--- src/rtl/hazard_if.sv ---
// Pipeline-control bundle between the hazard controller (master) and the
// pipeline datapath (slave): hazard inputs from ID/EX/MEM, enable/flush pins out.
interface hazard_if;
  logic [4:0]  id_rs1;
  logic [4:0]  id_rs2;
  logic        id_uses_rs1;
  logic        id_uses_rs2;
  logic [4:0]  id_ex_rd;
  logic        id_ex_mem_read;
  logic        id_ex_is_mdu;
  logic        mdu_done;
  logic        ex_branch_taken;
  logic        dmem_req;
  logic        dmem_ready;

  logic        pc_en;
  logic        if_id_en;
  logic        id_ex_en;
  logic        ex_mem_en;
  logic        if_id_flush;
  logic        id_ex_flush;
  logic        ex_mem_flush;
  logic        mem_wb_flush;
  logic        mdu_start;
  logic        mdu_timeout;
  logic [31:0] stall_cycles;

  modport master (
    input  id_rs1, id_rs2, id_uses_rs1, id_uses_rs2, id_ex_rd, id_ex_mem_read,
           id_ex_is_mdu, mdu_done, ex_branch_taken, dmem_req, dmem_ready,
    output pc_en, if_id_en, id_ex_en, ex_mem_en, if_id_flush, id_ex_flush,
           ex_mem_flush, mem_wb_flush, mdu_start, mdu_timeout, stall_cycles
  );

  modport slave (
    output id_rs1, id_rs2, id_uses_rs1, id_uses_rs2, id_ex_rd, id_ex_mem_read,
           id_ex_is_mdu, mdu_done, ex_branch_taken, dmem_req, dmem_ready,
    input  pc_en, if_id_en, id_ex_en, ex_mem_en, if_id_flush, id_ex_flush,
           ex_mem_flush, mem_wb_flush, mdu_start, mdu_timeout, stall_cycles
  );
endinterface

--- src/rtl/hazard_controller.sv ---
// Pipeline sequencing controller: decides per cycle which pipeline registers
// advance, hold or take a bubble (load-use, MDU occupancy, dmem waits, branches).
module hazard_controller #(
  parameter int unsigned MDU_TIMEOUT = 64
) (
  input logic      clk,
  input logic      rst,
  hazard_if.master hz
);

  localparam int CW = $clog2(MDU_TIMEOUT + 1);

  typedef enum logic [1:0] {RUN, MDU_WAIT, MEM_WAIT} state_e;

  typedef struct packed {
    logic pc_en;
    logic if_id_en;
    logic id_ex_en;
    logic ex_mem_en;
    logic if_id_flush;
    logic id_ex_flush;
    logic ex_mem_flush;
    logic mem_wb_flush;
    logic mdu_start;
  } ctrl_t;

  localparam ctrl_t CTRL_RUN         = ctrl_t'(9'b1111_0000_0);
  localparam ctrl_t CTRL_RESET       = ctrl_t'(9'b0000_1111_0);
  localparam ctrl_t CTRL_MEM_FREEZE  = ctrl_t'(9'b0000_0001_0);
  localparam ctrl_t CTRL_MDU_LAUNCH  = ctrl_t'(9'b0001_0010_1);
  localparam ctrl_t CTRL_MDU_HOLD    = ctrl_t'(9'b0001_0010_0);
  localparam ctrl_t CTRL_MDU_RELEASE = ctrl_t'(9'b0001_0100_0);
  localparam ctrl_t CTRL_BRANCH      = ctrl_t'(9'b1111_1100_0);
  localparam ctrl_t CTRL_LOAD_USE    = ctrl_t'(9'b0011_0100_0);

  state_e        state_q, state_d;
  logic [CW-1:0] cnt_q, cnt_d;
  logic [31:0]   stall_q, stall_d;
  logic          timeout_q, timeout_d;
  ctrl_t         ctrl;
  logic          load_use;
  logic          mdu_limit;

  // x0 is hard-wired, so a load targeting it never creates a dependency.
  assign load_use = hz.id_ex_mem_read && (hz.id_ex_rd != 5'd0) &&
                    ((hz.id_uses_rs1 && (hz.id_rs1 == hz.id_ex_rd)) ||
                     (hz.id_uses_rs2 && (hz.id_rs2 == hz.id_ex_rd)));

  // cnt_q counts completed wait cycles, so this is the MDU_TIMEOUT-th one.
  assign mdu_limit = (cnt_q == CW'(MDU_TIMEOUT - 1));

  always_comb begin
    // NOTE: every output of this block gets a default first so no path leaves
    // a signal unassigned; otherwise synthesis infers a latch.
    ctrl      = CTRL_RUN;
    state_d   = state_q;
    cnt_d     = cnt_q;
    timeout_d = timeout_q;

    unique case (state_q)
      RUN: begin
        if (hz.dmem_req && !hz.dmem_ready) begin
          ctrl    = CTRL_MEM_FREEZE;
          state_d = MEM_WAIT;
        end else if (hz.id_ex_is_mdu) begin
          ctrl    = CTRL_MDU_LAUNCH;
          cnt_d   = '0;
          state_d = MDU_WAIT;
        end else if (hz.ex_branch_taken) begin
          ctrl = CTRL_BRANCH;
        end else if (load_use) begin
          ctrl = CTRL_LOAD_USE;
        end
      end

      MEM_WAIT: begin
        // Release cycle uses plain RUN outputs; deferred work is seen next cycle.
        if (!hz.dmem_ready) ctrl    = CTRL_MEM_FREEZE;
        else                state_d = RUN;
      end

      MDU_WAIT: begin
        cnt_d = cnt_q + CW'(1);
        if (hz.mdu_done || mdu_limit) begin
          ctrl    = CTRL_MDU_RELEASE;
          state_d = RUN;
          if (!hz.mdu_done) timeout_d = 1'b1;
        end else begin
          ctrl = CTRL_MDU_HOLD;
        end
      end

      default: state_d = RUN;
    endcase

    if (rst) ctrl = CTRL_RESET;

    stall_d = (!ctrl.pc_en && (stall_q != '1)) ? stall_q + 32'd1 : stall_q;
  end

  always_ff @(posedge clk) begin
    // NOTE: sequential state uses non-blocking assignments so every flop
    // samples pre-edge values regardless of statement order.
    if (rst) begin
      state_q   <= RUN;
      cnt_q     <= '0;
      stall_q   <= '0;
      timeout_q <= 1'b0;
    end else begin
      state_q   <= state_d;
      cnt_q     <= cnt_d;
      stall_q   <= stall_d;
      timeout_q <= timeout_d;
    end
  end

  assign hz.pc_en        = ctrl.pc_en;
  assign hz.if_id_en     = ctrl.if_id_en;
  assign hz.id_ex_en     = ctrl.id_ex_en;
  assign hz.ex_mem_en    = ctrl.ex_mem_en;
  assign hz.if_id_flush  = ctrl.if_id_flush;
  assign hz.id_ex_flush  = ctrl.id_ex_flush;
  assign hz.ex_mem_flush = ctrl.ex_mem_flush;
  assign hz.mem_wb_flush = ctrl.mem_wb_flush;
  assign hz.mdu_start    = ctrl.mdu_start;
  assign hz.mdu_timeout  = timeout_q;
  assign hz.stall_cycles = stall_q;

endmodule

--- src/flat_wrapper.sv ---
// flat-port wrapper written by rule: the top's interface ports become plain ports
module hazard_controller_flat 
#(
  parameter int unsigned MDU_TIMEOUT = 64
)
  (clk, rst, hz_id_rs1, hz_id_rs2, hz_id_uses_rs1, hz_id_uses_rs2, hz_id_ex_rd, hz_id_ex_mem_read, hz_id_ex_is_mdu, hz_mdu_done, hz_ex_branch_taken, hz_dmem_req, hz_dmem_ready, hz_pc_en, hz_if_id_en, hz_id_ex_en, hz_ex_mem_en, hz_if_id_flush, hz_id_ex_flush, hz_ex_mem_flush, hz_mem_wb_flush, hz_mdu_start, hz_mdu_timeout, hz_stall_cycles);
  hazard_if hz_i ();
  input logic clk;
  input logic rst;
  input wire logic [$bits(hz_i.id_rs1)-1:0] hz_id_rs1;
  input wire logic [$bits(hz_i.id_rs2)-1:0] hz_id_rs2;
  input wire logic [$bits(hz_i.id_uses_rs1)-1:0] hz_id_uses_rs1;
  input wire logic [$bits(hz_i.id_uses_rs2)-1:0] hz_id_uses_rs2;
  input wire logic [$bits(hz_i.id_ex_rd)-1:0] hz_id_ex_rd;
  input wire logic [$bits(hz_i.id_ex_mem_read)-1:0] hz_id_ex_mem_read;
  input wire logic [$bits(hz_i.id_ex_is_mdu)-1:0] hz_id_ex_is_mdu;
  input wire logic [$bits(hz_i.mdu_done)-1:0] hz_mdu_done;
  input wire logic [$bits(hz_i.ex_branch_taken)-1:0] hz_ex_branch_taken;
  input wire logic [$bits(hz_i.dmem_req)-1:0] hz_dmem_req;
  input wire logic [$bits(hz_i.dmem_ready)-1:0] hz_dmem_ready;
  output wire logic [$bits(hz_i.pc_en)-1:0] hz_pc_en;
  output wire logic [$bits(hz_i.if_id_en)-1:0] hz_if_id_en;
  output wire logic [$bits(hz_i.id_ex_en)-1:0] hz_id_ex_en;
  output wire logic [$bits(hz_i.ex_mem_en)-1:0] hz_ex_mem_en;
  output wire logic [$bits(hz_i.if_id_flush)-1:0] hz_if_id_flush;
  output wire logic [$bits(hz_i.id_ex_flush)-1:0] hz_id_ex_flush;
  output wire logic [$bits(hz_i.ex_mem_flush)-1:0] hz_ex_mem_flush;
  output wire logic [$bits(hz_i.mem_wb_flush)-1:0] hz_mem_wb_flush;
  output wire logic [$bits(hz_i.mdu_start)-1:0] hz_mdu_start;
  output wire logic [$bits(hz_i.mdu_timeout)-1:0] hz_mdu_timeout;
  output wire logic [$bits(hz_i.stall_cycles)-1:0] hz_stall_cycles;
  assign hz_i.id_rs1 = hz_id_rs1;
  assign hz_i.id_rs2 = hz_id_rs2;
  assign hz_i.id_uses_rs1 = hz_id_uses_rs1;
  assign hz_i.id_uses_rs2 = hz_id_uses_rs2;
  assign hz_i.id_ex_rd = hz_id_ex_rd;
  assign hz_i.id_ex_mem_read = hz_id_ex_mem_read;
  assign hz_i.id_ex_is_mdu = hz_id_ex_is_mdu;
  assign hz_i.mdu_done = hz_mdu_done;
  assign hz_i.ex_branch_taken = hz_ex_branch_taken;
  assign hz_i.dmem_req = hz_dmem_req;
  assign hz_i.dmem_ready = hz_dmem_ready;
  assign hz_pc_en = hz_i.pc_en;
  assign hz_if_id_en = hz_i.if_id_en;
  assign hz_id_ex_en = hz_i.id_ex_en;
  assign hz_ex_mem_en = hz_i.ex_mem_en;
  assign hz_if_id_flush = hz_i.if_id_flush;
  assign hz_id_ex_flush = hz_i.id_ex_flush;
  assign hz_ex_mem_flush = hz_i.ex_mem_flush;
  assign hz_mem_wb_flush = hz_i.mem_wb_flush;
  assign hz_mdu_start = hz_i.mdu_start;
  assign hz_mdu_timeout = hz_i.mdu_timeout;
  assign hz_stall_cycles = hz_i.stall_cycles;
  hazard_controller #(.MDU_TIMEOUT(MDU_TIMEOUT)) u_core (.clk(clk), .rst(rst), .hz(hz_i));
endmodule
--- config.mk ---
export PLATFORM = sky130hd
export DESIGN_NAME = hazard_controller_flat
export DESIGN_NICKNAME = d
export VERILOG_FILES = /design/src/rtl/hazard_if.sv /design/src/rtl/hazard_controller.sv /design/src/flat_wrapper.sv
export SDC_FILE = /design/constraint.sdc
export NUM_CORES = 1
export LEC_CHECK = 0
export CAP_MARGIN = 25
export CORE_MARGIN = 2
export CORE_UTILIZATION = 51
export DETAILED_ROUTE_END_ITERATION = 6
export PLACE_DENSITY = 0.91
export SLEW_MARGIN = 30
export SYNTH_ARGS = -nofsm -noshare
export SYNTH_HDL_FRONTEND = slang
export SYNTH_SLANG_ARGS = --single-unit
export TNS_END_PERCENT = 20
--- constraint.sdc ---
create_clock -name clk -period 4.6 [get_ports clk]
set_input_delay 1.15 -clock clk [delete_from_list [all_inputs] [get_ports clk]]
set_output_delay 1.15 -clock clk [all_outputs]
set_load 0.02 [all_outputs]
==> results of run 1 <==
## power breakdown
part	switching (mW)	internal, mW	total [mW]
registers	0.00887	0.369	0.378
logic	0.0679	0.0604	0.128
clock network	0.125	0.121	0.247
total	0.202	0.551	0.753
## layout by cell type (no fill, tap or decap), types with 2 or more instances in the layout
cell             instances
clkdlybuf4s50_1         66
dfxtp_1                 42
a21oi_1                 33
nor2_1                  28
nand2_1                 21
o21ai_0                 21
or3_1                   20
nand3_1                 18
or4_1                   11
inv_1                   10
xnor2_1                 10
nand4_1                 10
o31ai_1                  8
nor3_1                   6
clkbuf_8                 6
buf_4                    5
nand2b_1                 4
nor2b_1                  4
nor4_1                   4
or2_2                    2
and3_1                   2
a311oi_1                 2
and2_1                   2
mux2_4                   2
mux2_2                   2
ha_1                     2
## registers in the layout (all words and copies together), names as in the netlist
signal	count
u_core.cnt_q	7
u_core.hz.stall_cycles	32
u_core.hz.mdu_timeout	1
u_core.state_q	2
## worst paths after layout
path,end,slack [ns],depth (start not counted)
max reg2reg,u_core.hz.stall_cycles[27],2.08,6
max,hz_pc_en,0.08,5
min,u_core.hz.mdu_timeout,0.49,2
min reg2reg,u_core.hz.mdu_timeout,0.49,2
## critical path, cell delays in order
cell             delay, ns
clkdlybuf4s50_1       0.47
or4_1                 0.52
o2111a_1              0.26
a21oi_1               0.29
clkdlybuf4s50_1       0.67
## layout make-up
cell class,count,area [µm²],share of cell area
Clock buffer,7,86.3,0.0279
Clock inverter,1,5.00,0.00162
Inverter,10,37.5,0.0121
Multi-Input combinational cell,230,1360,0.440
Sequential cell,42,841,0.272
Tap cell,52,65.1,0.0210
Timing Repair Buffer,71,698,0.226
## metal layers
layer,routed length [µm],vias to the layer above,global-route usage
met4,76,0,0.0755
met3,238,9,0.0380
met1,2470,1091,0.246
met2,2740,65,0.374
met5,0,-,0
li1,-,1209,-
## cell families after synthesis
kind of cell	synth area share
DFF	0.360
and+or+nand+nor	0.314
xor gates and xnor gates	0.0413
adders and majority gates	0.0107
muxes	0.0268
AOI/OAI and AO/OA	0.191
buffers and inverters	0.0558
## per-stage QoR
stage | cell area, µm² | std cells | utilization | setup slack [ns] | power [mW]
finish | 3100 | 413 | 0.706 | 0.0849 | 0.753
global route | 3100 | 413 | 0.706 | 0.0249 | 0.782
CTS | 3100 | 413 | 0.706 | 0.0923 | 0.753
detailed placement | 3000 | 405 | 0.685 | 0.104 | 0.514
global placement | 3000 | 405 | 0.685 | 0.130 | 0.512
floorplan | 2330 | 297 | - | 0.673 | 0.464
==> run_results.csv, run 1 <==
group,metric,value,unit
place,gp_congestion,0.763,
global_routing,grt_usage,0.208,
drt,first_pass_iters,4,
global_routing,grt_pass1_wl,8.69,mm
die,coreArea,4380,µm²
min_path,hold_class,"flop to flop",
sta,slew_violations,0,
drt,viasPerCell,5.75,
global_routing,grt_remaining_overflow,0,
cells_and_area,nets,387,
logic_synthesis,synth-edff-count,0,
power,power_density,243,nW/µm²
clocking,htreeDepth,2,
die,dieArea,5130,µm²
sta,fin_crit_sh,0.982,
logic_synthesis,syn-instance-count,297,
clocking,clock_latency,0.30,ns
clocking,cts_tree,"done",
worst_setup_path,worstSetupPathType,"input port to output pin",
cells_and_area,drive_gt1_frac,0.0582,
place,portBuffers,66,
logic_synthesis,synth_top_cells_by_count,"42 x dfxtp_1, 33 x a21oi_1, 28 x nor2_1",
logic_synthesis,avgSynthCellArea,7.86,µm²
die,die_x,71.6,µm
sta,min_period,4.52,ns
worst_setup_path,cp_max_fo,3,
worst_setup_path,crit_start,"hz_id_ex_rd[2]",
drt,drc,0,
place,dp_hpwl,3.97,mm
logic_synthesis,ys.flop_type,"dfxtp_1",
sta,fmax,221,MHz
clocking,clock_sinks,42,
sta,whs,0.488,ns
power,ir_worst_vdd,0.180,mV
logic_synthesis,synth_area,2330,µm²
worst_setup_path,cp-start-kind,"input port",
logic_synthesis,synth_fp_nets,324,
logic_synthesis,yosys_warnings,0,
die,die_y,71.6,µm
run_status,outcome,"finished, final reports clean",
drt,drt-initial-drc-count,167,
drt,vias,2374,
logic_synthesis,yosysMostFrequentCell,"dfxtp_1",
clocking,cts_inserted_buffers,5,
sta,rsz0062_at_grt,"no",
clocking,cts_root_buf,"clkbuf_8",
cells_and_area,diodes,0,
die,fp-row-count,24,
die,initial_core_util,0.532,
logic_synthesis,ys_seq_area_frac,0.360,
sta,hold_viol_final,0,
worst_setup_path,worstSetupEndpointType,"output pin",
logic_synthesis,synth_top_area_cell,"dfxtp_1",
cells_and_area,nFillCells,333,
global_routing,grt_max_degree,52,
drt,ant_nets,0,
sta,tns,0,ns
logic_synthesis,async_reset_ff_frac,0,
clocking,path_clk_slew,0.08,ns
logic_synthesis,synth.top_cell.area_share,0.360,
clocking,clockBufferDepth,2,
logic_synthesis,ys_seq_elements,42,
sta,setup_viol,0,
power,power_leakage,0.992,nW
sta,max_slew_margin,0.549,
sta,finClkSkew,0.00964,ns
global_routing,grt_antenna_before_repair,0,
logic_synthesis,yosys-top-cells-area,"dfxtp_1 36%, a21oi_1 7.1%, or3_1 5.4%",
worst_setup_path,arrival,3.37,ns
drt,wl_per_cell,13.4,µm
worst_setup_path,rr_startpoint,"u_core.hz.stall_cycles[2]",
min_path,hold_start,"u_core.hz.mdu_timeout",
clocking,cts_setup_buffers,0,
worst_setup_path,cp.required,3.45,ns
drt,drt_wl_total,5.52,mm
die,ios,67,
clocking,cts_resized,0,
global_routing,grt_pass1_vias,2090,
cells_and_area,syn_to_final_growth,32.7,%
logic_synthesis,synth_cell_types,46,
clocking,cts_hold_buf,0,
sta,worst_slew_pin_slew,0.675,ns
run,cap_viol_max_count,0,
No activity file was read; power rests on OpenSTA's default activity.
==> run 2, diff against run 1 <==
REMOVE_ABC_BUFFERS = 1   (was not set)
SETUP_SLACK_MARGIN = 0.15   (was not set)
==> run 2 against run 1 <==
  * Sequential share of layout area is 0.12 points higher
  * Sequential power hardly changed
  * Die area stayed put
  * Critical endpoint is now hz_id_ex_flush
==> run_results.csv, run 2 (synthesized netlist as in run 1, its figures left out) <==
group,metric,value,unit
run_status,outcome,"finished, final reports clean",
clocking,cts_root_buf,"clkbuf_8",
worst_setup_path,cp-start-kind,"input port",
clocking,clock_latency,0.29,ns
place,gp_congestion,0.779,
cells_and_area,nets,387,
clocking,cts_tree,"done",
drt,first_pass_iters,4,
die,initial_core_util,0.532,
clocking,clock_sinks,42,
cells_and_area,nFillCells,371,
drt,dr_wl_met3,476,µm
min_path,hold_start,"u_core.hz.mdu_timeout",
cells_and_area,drive_gt1_frac,0.0528,
clocking,cts_inserted_buffers,5,
worst_setup_path,critPathMaxStageDelay,0.57,ns
power,seqPwrFrac,0.518,
min_path,whs_path_depth,2,
drt,maxUsedRoutingLayer,"met4",
global_routing,grt_pass1_vias,2297,
die,die_x,71.6,µm
sta,min_period,4.41,ns
sta,fmax,227,MHz
worst_setup_path,crit_chain,"clkdlybuf4s50_1, or4_1, o211a_1, o211ai_1, nand3b_1, clkdlybuf4s50_1",
worst_setup_path,cp.required,3.45,ns
global_routing,grt_usage,0.240,
worst_setup_path,worst_path_most_repeated_cell,"clkdlybuf4s50_1",
cells_and_area,diodes,0,
power,power_frac_clock,0.304,
drt,ant_nets,0,
worst_setup_path,worstSetupPathType,"input port to output pin",
worst_setup_path,r2r_slack,2.00,ns
drt,dr_wl_met2,3.01,mm
cells_and_area,largest_reg_flops,32,
cells_and_area,multi_input_area,1360,µm²
sta,rsz0062_at_grt,"yes",
place,portBuffers,66,
worst_setup_path,worst_path_max_delay_cell,"or4_1",
drt,wl_per_cell,14.5,µm
worst_setup_path,rr_startpoint,"u_core.hz.stall_cycles[19]",
cells_and_area,layout_common_cells,"64 x clkdlybuf4s50_1, 42 x dfxtp_1, 33 x a21oi_1",
worst_setup_path,worstSetupEndpointType,"output pin",
global_routing,grt_antenna_before_repair,0,
die,dieArea,5130,µm²
power,power_density,237,nW/µm²
sta,setup_viol,0,
clocking,clockBufferDepth,2,
run,cap_viol_max_count,0,
drt,drt-met1-wl,2.41,mm
worst_setup_path,cp_max_fo,3,
clocking,path_clk_slew,0.07,ns
sta,slew_violations,0,
worst_setup_path,arrival,3.26,ns
sta,tns,0,ns
sta,hold_viol_final,0,
power,p_switching,197,µW
power,ir_worst_vdd,0.202,mV
sta,max_slew_margin,0.466,
power,comb_power_share,0.178,
drt,vias,2466,
clocking,htreeDepth,2,
sta,finClkSkew,0.00280,ns
worst_setup_path,timing.rr.end,"u_core.hz.stall_cycles[7]",
power,switching_share,0.269,
cells_and_area,final_common_cell,"clkdlybuf4s50_1",
clocking,cts_hold_buf,0,
drt,drc,0,
die,die_y,71.6,µm
power,power,731,µW
min_path,hold_class,"flop to flop",
power,p_int,534,µW
drt,viasPerCell,5.99,
global_routing,grt_max_degree,46,
die,coreArea,4380,µm²
cells_and_area,syn_to_final_growth,32.1,%
cells_and_area,seq_area,841,µm²
die,fp-row-count,24,
drt,drt-initial-drc-count,187,
power,power_leakage,1.00,nW
sta,fin_crit_sh,0.958,
min_path,min_to,"u_core.hz.mdu_timeout",
place,dp_hpwl,4.35,mm
worst_setup_path,ff2ff_path_depth,7,
global_routing,grt_pass1_wl,10.0,mm
die,ios,67,
drt,drt_wl_total,5.96,mm
global_routing,grt_remaining_overflow,0,
sta,worst_slew_pin_slew,0.798,ns
clocking,cts_setup_buffers,0,
-- run 2: changes by cell type in the layout (fill, tap and decap cells not counted) --
cell	previous run	this run
clkinv_2	1	0
clkdlybuf4s50_1	66	64
dlygate4sd2_1	0	1
clkbuf_8	6	5
clkbuf_1	1	2
dlymetal6s2s_1	0	1
-- run 2: repair_timing --
action,4_1_cts,5_1_grt
endpoints found under the setup margin,2,2
pin swaps,0,0
hold endpoints to repair,0,0
cloned,0,0
gates resized for setup,1,1
-- run 2: power by group through the flow --
stage / combinational (mW) / clock, mW / sequential (mW)
final: 0.130 / 0.222 / 0.379
after global routing: 0.140 / 0.242 / 0.380
after CTS: 0.130 / 0.228 / 0.378
after detailed placement: 0.130 / 0 / 0.387
after global placement: 0.127 / 0 / 0.386
after floorplan: 0.0570 / 0 / 0.390
-- run 2: metrics by stage --
stage	instance area (µm²)	worst slack, ns	std cells	utilization	hold WS, ns
after global placement	3000	0.0980	405	0.685	0.458
after CTS	3080	0.0740	412	0.702	0.495
final	3080	0.193	412	0.703	0.485
after global routing	3080	0.107	412	0.703	0.513
after detailed placement	3000	0.0721	405	0.685	0.478
after floorplan	2240	0.383	282	-	0.461
-- run 2: metal layers --
metal | global-route usage | up-vias
met5 | 0 | -
met4 | 0.0734 | 0
met3 | 0.0633 | 6
met2 | 0.431 | 89
met1 | 0.278 | 1158
li1 | - | 1213
-- run 2: how the worst max path moves through the flow --
stage / startpoint / to / slack [ns] / cells past startpoint
2_1_floorplan: hz_id_ex_rd[0] / hz_if_id_en / 0.38 / 3
3_3_place_gp: hz_id_ex_rd[0] / hz_pc_en / 0.1 / 5
3_5_place_dp: hz_id_ex_rd[0] / hz_pc_en / 0.07 / 5
4_1_cts: hz_id_ex_rd[0] / hz_if_id_en / 0.07 / 5
5_1_grt: hz_id_ex_rd[1] / hz_id_ex_flush / 0.11 / 8
6_report: hz_id_ex_rd[0] / hz_id_ex_flush / 0.19 / 6
-- run 2: cell type report --
| type | instances | share of cell area |
|---|---|---|
| inverters | 10 | 0.0122 |
| multi-input cells | 230 | 0.442 |
| clock buffers | 7 | 0.0248 |
| well taps | 52 | 0.0211 |
| repair buffers | 71 | 0.227 |
| flip-flops and latches | 42 | 0.273 |
-- run 2: critical path, delay by kind of cell --
kind / cells / cell delay [ns]
buffers and inverters: 2 / 1.02
and+or+nand+nor: 2 / 0.67
AOI/OAI and AO/OA: 2 / 0.42
